[src/rtl/rot_align.sv]
// rot_align: finds a rotated sync byte in a word stream, locks frame
// alignment and rotation, and emits de-rotated words while locked.
module rot_align #(
  parameter logic [7:0]  SYNC      = 8'hA5,
  parameter int unsigned FRAME_LEN = 16,
  parameter int unsigned LOCK_CNT  = 3,
  parameter int unsigned LOSS_CNT  = 2
) (
  input  logic       clk,
  input  logic       rst_n,
  input  logic [7:0] data,
  input  logic       in_vld,
  output logic [7:0] out,
  output logic       out_vld,
  output logic       sof,
  output logic       locked,
  output logic [2:0] rot
);

  localparam int unsigned IDX_W = (FRAME_LEN > 2) ? $clog2(FRAME_LEN) : 1;
  localparam int unsigned CNT_W = 4;
  localparam logic [IDX_W-1:0] IDX_LAST = IDX_W'(FRAME_LEN - 1);
  localparam logic [CNT_W-1:0] LOCK_TH  = CNT_W'(LOCK_CNT);
  localparam logic [CNT_W-1:0] LOSS_TH  = CNT_W'(LOSS_CNT);

  typedef enum logic [1:0] {
    HUNT   = 2'd0,
    VERIFY = 2'd1,
    LOCKED = 2'd2
  } state_e;

  state_e           state_q, state_d;
  logic [IDX_W-1:0] idx_q, idx_d;
  logic [CNT_W-1:0] hit_q, hit_d;
  logic [CNT_W-1:0] miss_q, miss_d;
  logic [2:0]       rot_q, rot_d;
  logic [7:0]       out_q, out_d;
  logic             out_vld_q, out_vld_d;
  logic             sof_q, sof_d;
  logic             locked_q, locked_d;

  logic             hunt_hit;
  logic [2:0]       hunt_k;
  logic             exp_hit;
  logic [IDX_W-1:0] idx_inc;
  logic [CNT_W-1:0] hit_inc;
  logic [CNT_W-1:0] miss_inc;
  logic             do_hunt;
  logic             emit;
  logic             emit_sof;

  function automatic logic [7:0] rotl8(input logic [7:0] x, input logic [2:0] k);
    logic [15:0] t;
    t = {x, x} << k;
    return t[15:8];
  endfunction

  function automatic logic [7:0] rotr8(input logic [7:0] x, input logic [2:0] k);
    logic [15:0] t;
    t = {x, x} >> k;
    return t[7:0];
  endfunction

  // Search all eight rotations of the sync byte; SYNC is aperiodic so at most one matches.
  always_comb begin
    hunt_hit = 1'b0;
    hunt_k   = 3'd0;
    for (int k = 0; k < 8; k++) begin
      if (data == rotl8(SYNC, 3'(k))) begin
        hunt_hit = 1'b1;
        hunt_k   = 3'(k);
      end
    end
  end

  // Expected-sync match, wrapping frame index and saturating counters.
  always_comb begin
    exp_hit  = (data == rotl8(SYNC, rot_q));
    idx_inc  = (idx_q == IDX_LAST) ? '0 : idx_q + IDX_W'(1);
    hit_inc  = (hit_q == '1) ? hit_q : hit_q + CNT_W'(1);
    miss_inc = (miss_q == '1) ? miss_q : miss_q + CNT_W'(1);
  end

  // Next-state and output decode; a VERIFY sync mismatch re-hunts on the same word.
  always_comb begin
    state_d  = state_q;
    idx_d    = idx_q;
    hit_d    = hit_q;
    miss_d   = miss_q;
    rot_d    = rot_q;
    do_hunt  = 1'b0;
    emit     = 1'b0;
    emit_sof = 1'b0;

    if (in_vld) begin
      case (state_q)
        HUNT: begin
          do_hunt = 1'b1;
        end
        VERIFY: begin
          if (idx_q == '0) begin
            if (exp_hit) begin
              hit_d = hit_inc;
              idx_d = idx_inc;
              if (hit_inc >= LOCK_TH) begin
                state_d  = LOCKED;
                miss_d   = '0;
                emit     = 1'b1;
                emit_sof = 1'b1;
              end
            end else begin
              do_hunt = 1'b1;
            end
          end else begin
            idx_d = idx_inc;
          end
        end
        LOCKED: begin
          idx_d = idx_inc;
          emit  = 1'b1;
          if (idx_q == '0) begin
            if (exp_hit) begin
              miss_d   = '0;
              emit_sof = 1'b1;
            end else begin
              miss_d = miss_inc;
              if (miss_inc >= LOSS_TH) begin
                state_d = HUNT;
                hit_d   = '0;
                miss_d  = '0;
                emit    = 1'b0;
              end
            end
          end
        end
        default: begin
          state_d = HUNT;
        end
      endcase

      if (do_hunt) begin
        if (hunt_hit) begin
          rot_d  = hunt_k;
          idx_d  = IDX_W'(1);
          hit_d  = CNT_W'(1);
          miss_d = '0;
          if (CNT_W'(1) >= LOCK_TH) begin
            state_d  = LOCKED;
            emit     = 1'b1;
            emit_sof = 1'b1;
          end else begin
            state_d = VERIFY;
          end
        end else begin
          state_d = HUNT;
          hit_d   = '0;
          miss_d  = '0;
        end
      end
    end

    out_d     = emit ? rotr8(data, rot_d) : out_q;
    out_vld_d = emit;
    sof_d     = emit_sof;
    locked_d  = (state_d == LOCKED);
  end

  // State and output registers with asynchronous clear.
  always_ff @(posedge clk or negedge rst_n) begin
    if (!rst_n) begin
      state_q   <= HUNT;
      idx_q     <= '0;
      hit_q     <= '0;
      miss_q    <= '0;
      rot_q     <= '0;
      out_q     <= '0;
      out_vld_q <= 1'b0;
      sof_q     <= 1'b0;
      locked_q  <= 1'b0;
    end else begin
      state_q   <= state_d;
      idx_q     <= idx_d;
      hit_q     <= hit_d;
      miss_q    <= miss_d;
      rot_q     <= rot_d;
      out_q     <= out_d;
      out_vld_q <= out_vld_d;
      sof_q     <= sof_d;
      locked_q  <= locked_d;
    end
  end

  assign out     = out_q;
  assign out_vld = out_vld_q;
  assign sof     = sof_q;
  assign locked  = locked_q;
  assign rot     = rot_q;

endmodule

[config.mk]
export PLATFORM = sky130hd
export DESIGN_NAME = rot_align
export DESIGN_NICKNAME = d
export VERILOG_FILES = /design/src/rtl/rot_align.sv
export SDC_FILE = /design/constraint.sdc
export NUM_CORES = 1
export LEC_CHECK = 0
export ABC_CLOCK_PERIOD_IN_PS = 3360
export BUFFER_PORTS_ARGS = -buffer_cell sky130_fd_sc_hd__buf_2
export CAP_MARGIN = 25
export CORE_UTILIZATION = 59
export CTS_BUF_LIST = sky130_fd_sc_hd__clkbuf_16
export CTS_CLUSTER_DIAMETER = 30
export CTS_CLUSTER_SIZE = 24
export DETAILED_ROUTE_END_ITERATION = 6
export HOLD_SLACK_MARGIN = 0.12
export PLACE_DENSITY_LB_ADDON = 0.25
export SYNTH_ARGS = -nofsm -noshare
export SYNTH_HDL_FRONTEND = slang
export SYNTH_SLANG_ARGS = --single-unit
[constraint.sdc]
create_clock -name clk -period 3.36 [get_ports clk]
set_input_delay 0 -clock clk [delete_from_list [all_inputs] [get_ports clk]]
set_output_delay 0 -clock clk [all_outputs]
set_load 0.02 [all_outputs]
==> impl_results.md, run 1 <==
* Status: complete, no violations
* Max FO, Critical Path at 9
* Slew HR at 57.84%
* Total CTS buffers at 3
* Footprint of the multi-input gates at 0.001451 mm²
* Starting density of the core at 61.80%
* Layout cells sized above 1 at 15.30%
* Die area at 0.004117 mm²
* YS warnings at 0
* Reg2Reg Depth at 11
* Hold Crit Depth at 3
* Setup crit start kind: register
* GR peak layer: met2
* FFs w/ async S/R, synth at 100.0%
* Pre-antenna DRT Iters at 5
* Post-DR vias/cell at 6.272
* Static Leak at 1.244 nW
* Area post-placement at 0.002415 mm²
* Final worst path period share at 94.07%
* Hold_buf cts at 2
* Sequential cell area at 700.7 µm²
* Post-synth top cells: dfrtp_1 (28), mux2i_1 (18), inv_1 (14)
* RSZ-0062 raised after global routing: no
* Max Slew Vio Count at 0
* Crit path launch: rot[1]
* TritonCTS clock tree: yes
* Final min period at 3.161 ns
* Mean Syn Cell Area at 9.155 µm²
* DR iter-0 viols at 142
* Critical Path RT at 3.51 ns
* Cell area power density at 369.9 mW/mm²
* Max Freq at 0.3164 GHz
* Cells after DPL at 310
* Tot GR Track Use at 27.46%
* Worst-Margin Slew at 0.6324 ns
* Post-synthesis register bit count at 28
* Final setup viols at 0
* Arrival @ worst endpoint at 3.31 ns
* Worst Skew at 0.003035 ns
* Distinct cells, synth at 55
* Post-Synthesis Net Count at 273
* Fin Setup TNS at 0 ns
* WHS at 0.2241 ns
* Design Area, Final at 0.002540 mm²
* Clock tree buffer depth at 2
* Final GP Congestion at 0.9153
* Fill count at 309
* Worst skew pair latency at 0.27 ns
* # rows at 22
* Reg clk slew, reported paths at 0.07 ns
* Post-synth top area share at 30.74%
* CTS root buf: clkbuf_16
* Hpwl dp at 3.696 mm
* Area of the core at 0.003689 mm²
* Worst Setup End Kind: register
* Number of global-route vias before repair at 1,935
* First-pass GRT wire length at 8.859 mm
* Post-route ant nets at 0
* Fin. Hold Viols at 0
* Max-capacitance violation count at 0
* Chip height at 64.16 µm
* Fin nets at 293
* Top_reg_cell synth: dfrtp_1
* Hold Path Class: in2reg
* Post-CTS setup buffers at 0
* Final std cells w/o fill at 316
* H-tree Lvls at 1
* R2R setup slack at 0.20 ns
* Via count at 1,982
* Met2 Track Usage GR at 51.06%
* Largest area contributor in the netlist: dfrtp_1
* Synth top area cells: dfrtp_1 (31%), mux2i_1 (7.9%), ha_1 (7.1%)
* Gr ovfl total at 0
* Area growth syn-to-layout at 11.42%
* Cell area after synthesis at 0.002280 mm²
* Critical Path Sink: out[4]
* Routed WL at 5.127 mm
* Remaining DRCs at 0
* Sequential area share after synthesis at 30.74%
* R2R Path Start: rot[1]
* I/O Buffers at 24
* RR Endpoint: out[4]
* VDD IR max at 178.7 µV
* Sink Count at 28
* Post-synth EDFFs at 0
* I/O pin cnt at 25
* Largest net degree at the start of global routing at 29
* Initial antenna violation count at 0
* Count leader, synth: dfrtp_1
* Routed wire length per instance at 16.22 µm
* Met1 usage at 33.59%
* ANT cells at 0
* Cells after Synth at 249
* Post-CTS sizing at 0
* Die X at 64.16 µm
* GR Layer Usage met3 at 2.500%
* Critical path class: reg2reg
-- power by group --
group	switching [mW]	internal (mW)
sequential	0.0111	0.346
combinational	0.130	0.0922
clock	0.122	0.238
-- through the flow --
step / worst slack (ns) / util [%] / total power [mW]
detailed placement: 0.1820 / 65.47 / 0.5837
global placement: 0.3130 / 65.47 / 0.5771
finish: 0.1991 / 68.86 / 0.9395
floorplan: 0.2201 / - / 0.5308
global route: 0.006013 / 68.86 / 0.9815
CTS: 0.1595 / 68.86 / 0.9415
-- layout make-up --
type / instances / share of cell area [%]
inverter: 14 / 2.069
clock inverter: 1 / 1.182
clock buffer: 3 / 2.956
sequential: 28 / 27.59
tap: 48 / 2.365
multi-input combinational: 192 / 57.14
timing repair buffer: 30 / 6.699
-- routing by layer --
layer	wire length, µm	share of wire, %
met5	0	0
met4	62	1.2
met3	154	3.0
met2	2622	51
met1	2287	45
-- flip-flops by register name (all words and copies together) (netlist names) --
| signal | count |
|---|---|
| sof | 1 |
| hit_q | 4 |
| out | 8 |
| miss_q | 4 |
| state_q | 2 |
| out_vld | 1 |
| rot | 3 |
| locked | 1 |
| idx_q | 4 |
-- worst max-delay path: stages, from the launching register on --
cell and delay [ns]:
dfrtp_1 0.42, inv_1 0.10, ha_1 0.24, or4_1 0.53
o22ai_1 0.24, o31ai_2 0.14, o21ai_1 0.21, a2bb2oi_1 0.18
buf_4 0.21, mux2i_1 0.26, mux2i_1 0.14, a221o_1 0.37
-- worst min-delay path by stage --
stage / start / endpoint / slack, ns
final: data[6] / rot[1] / 0.22
after global routing: data[6] / rot[1] / 0.29
after CTS: data[6] / rot[1] / 0.23
after detailed placement: rst_n / idx_q[0] / 0.06
after global placement: rst_n / idx_q[0] / 0.05
after floorplan: rst_n / hit_q[0] / -0.30
-- cell usage in the layout (no fill, tap or decap), types with 4 or more instances in the layout --
master / instances
o21ai_1: 5
inv_1: 14
nand2_1: 12
nor4bb_1: 5
o21ai_0: 13
buf_2: 24
ha_1: 13
dfrtp_1: 28
a221o_1: 8
nor2b_1: 6
buf_4: 4
nor3b_1: 4
a21oi_1: 13
nor2_1: 11
nor4b_1: 4
and2_1: 13
mux2i_1: 18
-- cells by family (layout without fill, tap and decap cells) --
| family | count (synthesis) | after routing | synth area share, % |
|---|---|---|---|
| adders and majority gates | 13 | 13 | 7.135 |
| buffers and inverters | 29 | 48 | 5.598 |
| and+or+nand+nor | 79 | 79 | 21.84 |
| AOI/OAI and AO/OA | 76 | 76 | 24.37 |
| xor gates and xnor gates | 5 | 5 | 1.921 |
| muxes | 19 | 19 | 8.397 |
| DFF | 28 | 28 | 30.74 |
Note: power is estimated with default switching activity, not from simulation.
==> run 2: changes to the inputs <==
--- a/config.mk
+++ b/config.mk
@@ -14,7 +14,7 @@
 export CTS_CLUSTER_SIZE = 24
 export DETAILED_ROUTE_END_ITERATION = 6
 export HOLD_SLACK_MARGIN = 0.12
-export PLACE_DENSITY_LB_ADDON = 0.25
+export PLACE_DENSITY = 0.8
 export SYNTH_ARGS = -nofsm -noshare
 export SYNTH_HDL_FRONTEND = slang
 export SYNTH_SLANG_ARGS = --single-unit
==> run 2 against run 1 <==
  * Clock-buffer cell count unchanged
  * Critical endpoint is now out[3]
  * Clock skew about the same
  * Register-to-register slack improved by 0.05 ns
==> impl_results.md, run 2 (synthesized netlist as in run 1, its figures left out) <==
* Net Sw Frac at 27.95% (-0.071 points)
* Total CTS buffers at 3 (unchanged)
* Max reg flops at 8 (unchanged)
* Die X at 64.16 µm (unchanged)
* Logic gate share of total power at 23.6% (about the same)
* I/O pin cnt at 25 (unchanged)
* VDD IR max at 210.5 µV (+18%)
* First-pass GRT wire length at 8.687 mm (-1.9%)
* Total net switching power at 0.2623 mW (-0.38%)
* Fin. Hold Viols at 0 (unchanged)
* Pre-antenna DRT Iters at 4 (-1)
* Tot GR Track Use at 26.50% (-0.96 points)
* ANT cells at 0 (unchanged)
* H-tree Lvls at 1 (unchanged)
* Worst skew pair latency at 0.27 ns (about the same)
* Critical Path RT at 3.51 ns (about the same)
* Max FO, Critical Path at 9 (unchanged)
* Worst-Margin Slew at 0.6595 ns (+0.02708 ns)
* Slew HR at 56.04% (-1.8 points)
* Hold Crit Start: data[6]
* Critical path class: reg2reg
* Hold Path Class: in2reg
* Number of global-route vias before repair at 1,912 (-1.2%)
* RR Endpoint: out[3]
* Internal power at 0.6760 mW (about the same)
* Final setup viols at 0 (unchanged)
* Via count at 1,984 (+0.10%)
* Post-CTS setup buffers at 0 (unchanged)
* Fill count at 308 (-0.32%)
* Routed wire length per instance at 15.82 µm (-2.5%)
* Reg clk slew, reported paths at 0.07 ns (about the same)
* Area of the core at 0.003689 mm² (unchanged)
* Hold Crit Depth at 3 (unchanged)
* Die area at 0.004117 mm² (unchanged)
* Remaining DRCs at 0 (unchanged)
* Chip height at 64.16 µm (unchanged)
* Final worst path period share at 92.72% (-1.4 points)
* Post-DR vias/cell at 6.298 (+0.42%)
* Sequential cell area at 700.7 µm² (unchanged)
* DR iter-0 viols at 158 (+11%)
* # rows at 22 (unchanged)
* Post-route ant nets at 0 (unchanged)
* Arrival @ worst endpoint at 3.27 ns (-0.04 ns)
* R2R Path Start: rot[1]
* Clock tree buffer depth at 2 (unchanged)
* Most frequent cells in the layout: dfrtp_1 (28), buf_2 (24), mux2i_1 (18), inv_1 (14)
* Final GP Congestion at 0.9107 (-0.50%)
* GR Layer Usage met3 at 2.679% (+0.18 points)
* Status: complete, no violations
* Max-capacitance violation count at 0 (unchanged)
* Layout cells sized above 1 at 15.73% (+0.43 points)
* R2R setup slack at 0.24 ns (+0.05 ns)
* I/O Buffers at 24 (unchanged)
* Final setup margin at 0.2446 ns (+0.04545 ns)
* Flop pwr share at 38.2% (about the same)
* Routed WL at 4.983 mm (-2.8%)
* Fin Setup TNS at 0 ns (unchanged)
* Cell area power density at 369.4 mW/mm² (-0.13%)
* Gr ovfl total at 0 (unchanged)
* Starting density of the core at 61.80% (unchanged)
* GR peak layer: met2
* Fin nets at 292 (-0.34%)
* TritonCTS clock tree: yes
* WHS Endpoint: rot[1]
* Footprint of the multi-input gates at 0.001459 mm² (+0.52%)
* Max Freq at 0.3210 GHz (+1.5%)
* Worst Setup End Kind: register
* Reg2Reg Depth at 11 (unchanged)
* CTS root buf: clkbuf_16
* Max Slew Vio Count at 0 (unchanged)
* Hpwl dp at 3.600 mm (-2.6%)
* Clk network pwr share at 38.2% (about the same)
* Commonest non-fill, non-tap cell in the layout: dfrtp_1
* RSZ-0062 raised after global routing: no
* Pre-CTS setup slack at 0.2625 ns (+0.08046 ns)
* Largest net degree at the start of global routing at 29 (unchanged)
* Static Leak at 1.239 nW (-0.36%)
* Area growth syn-to-layout at 11.42% (unchanged)
* Final min period at 3.115 ns (-0.04546 ns)
* Initial antenna violation count at 0 (unchanged)
* Met2 Track Usage GR at 45.48% (-5.6 points)
* Worst Skew at 0.003501 ns (+0.0004656 ns)
* Sink Count at 28 (unchanged)
* Setup crit start kind: register
* Met1 usage at 35.12% (+1.5 points)
-- run 2: changes by cell type in the layout (fill, tap and decap cells not counted), sizes merged --
cell and delta:
buf -1
-- run 2: layer usage --
metal	part of all wire, %	wire, µm	up-vias
met4	1.4	70	0
li1	-	-	970
met5	0	0	-
met3	5.7	284	7
met2	49	2460	70
met1	44	2168	937
-- run 2: worst max path at each step --
| stage | startpoint | to | slack [ns] |
|---|---|---|---|
| after floorplan | rot[0] | out[3] | 0.22 |
| after global placement | rot[1] | out[3] | 0.30 |
| after detailed placement | rot[1] | out[3] | 0.26 |
| after CTS | rot[1] | out[3] | 0.23 |
| after global routing | rot[1] | out[5] | 0.04 |
| final | rot[1] | out[3] | 0.24 |
-- run 2: cell type report --
cell class / instances / share of cell area (%)
multi-input cells: 192 / 57.44
flip-flops and latches: 28 / 27.59
repair buffers: 29 / 6.404
clock buffers: 3 / 2.956
well taps: 48 / 2.365
inverters: 14 / 2.069
clock inverters: 1 / 1.182
-- run 2: worst max-delay path, stage by stage, from the launching register on --
cell       delay (ns)
dfrtp_1          0.42
inv_1            0.10
ha_1             0.24
or4_1            0.52
o22ai_1          0.21
o31ai_2          0.14
o21ai_1          0.20
a2bb2oi_1        0.18
buf_4            0.21
mux2i_1          0.27
mux2i_1          0.14
a221o_1          0.36
-- run 2: power groups by stage --
stage / registers (mW) / clock network (mW) / logic, mW
3_3_place_gp: 0.364 / 0 / 0.213
3_5_place_dp: 0.364 / 0 / 0.217
4_1_cts: 0.358 / 0.361 / 0.220
6_report: 0.358 / 0.358 / 0.222
5_1_grt: 0.360 / 0.375 / 0.248
2_1_floorplan: 0.369 / 0 / 0.162
-- run 2: timing repair --
| item | 4_1_cts | 5_1_grt |
|---|---|---|
| resized for setup | 0 | 2 |
| hold endpoints to repair | 29 | 0 |
| setup endpoints to repair | 0 | 8 |
| hold buffers | 2 | 0 |
-- run 2: per-stage QoR --
| step | cell area (µm²) | cells | utilization, % | power (mW) | hold WS [ns] |
|---|---|---|---|---|---|
| 2_1_floorplan | 2280 | 249 | - | 0.5308 | -0.2956 |
| 3_3_place_gp | 2407 | 309 | 65.26 | 0.5767 | 0.05732 |
| 3_5_place_dp | 2407 | 309 | 65.26 | 0.5818 | 0.06168 |
| 4_1_cts | 2532 | 315 | 68.66 | 0.9385 | 0.2671 |
| 5_1_grt | 2540 | 315 | 68.86 | 0.9824 | 0.3294 |
| 6_report | 2540 | 315 | 68.86 | 0.9383 | 0.2517 |
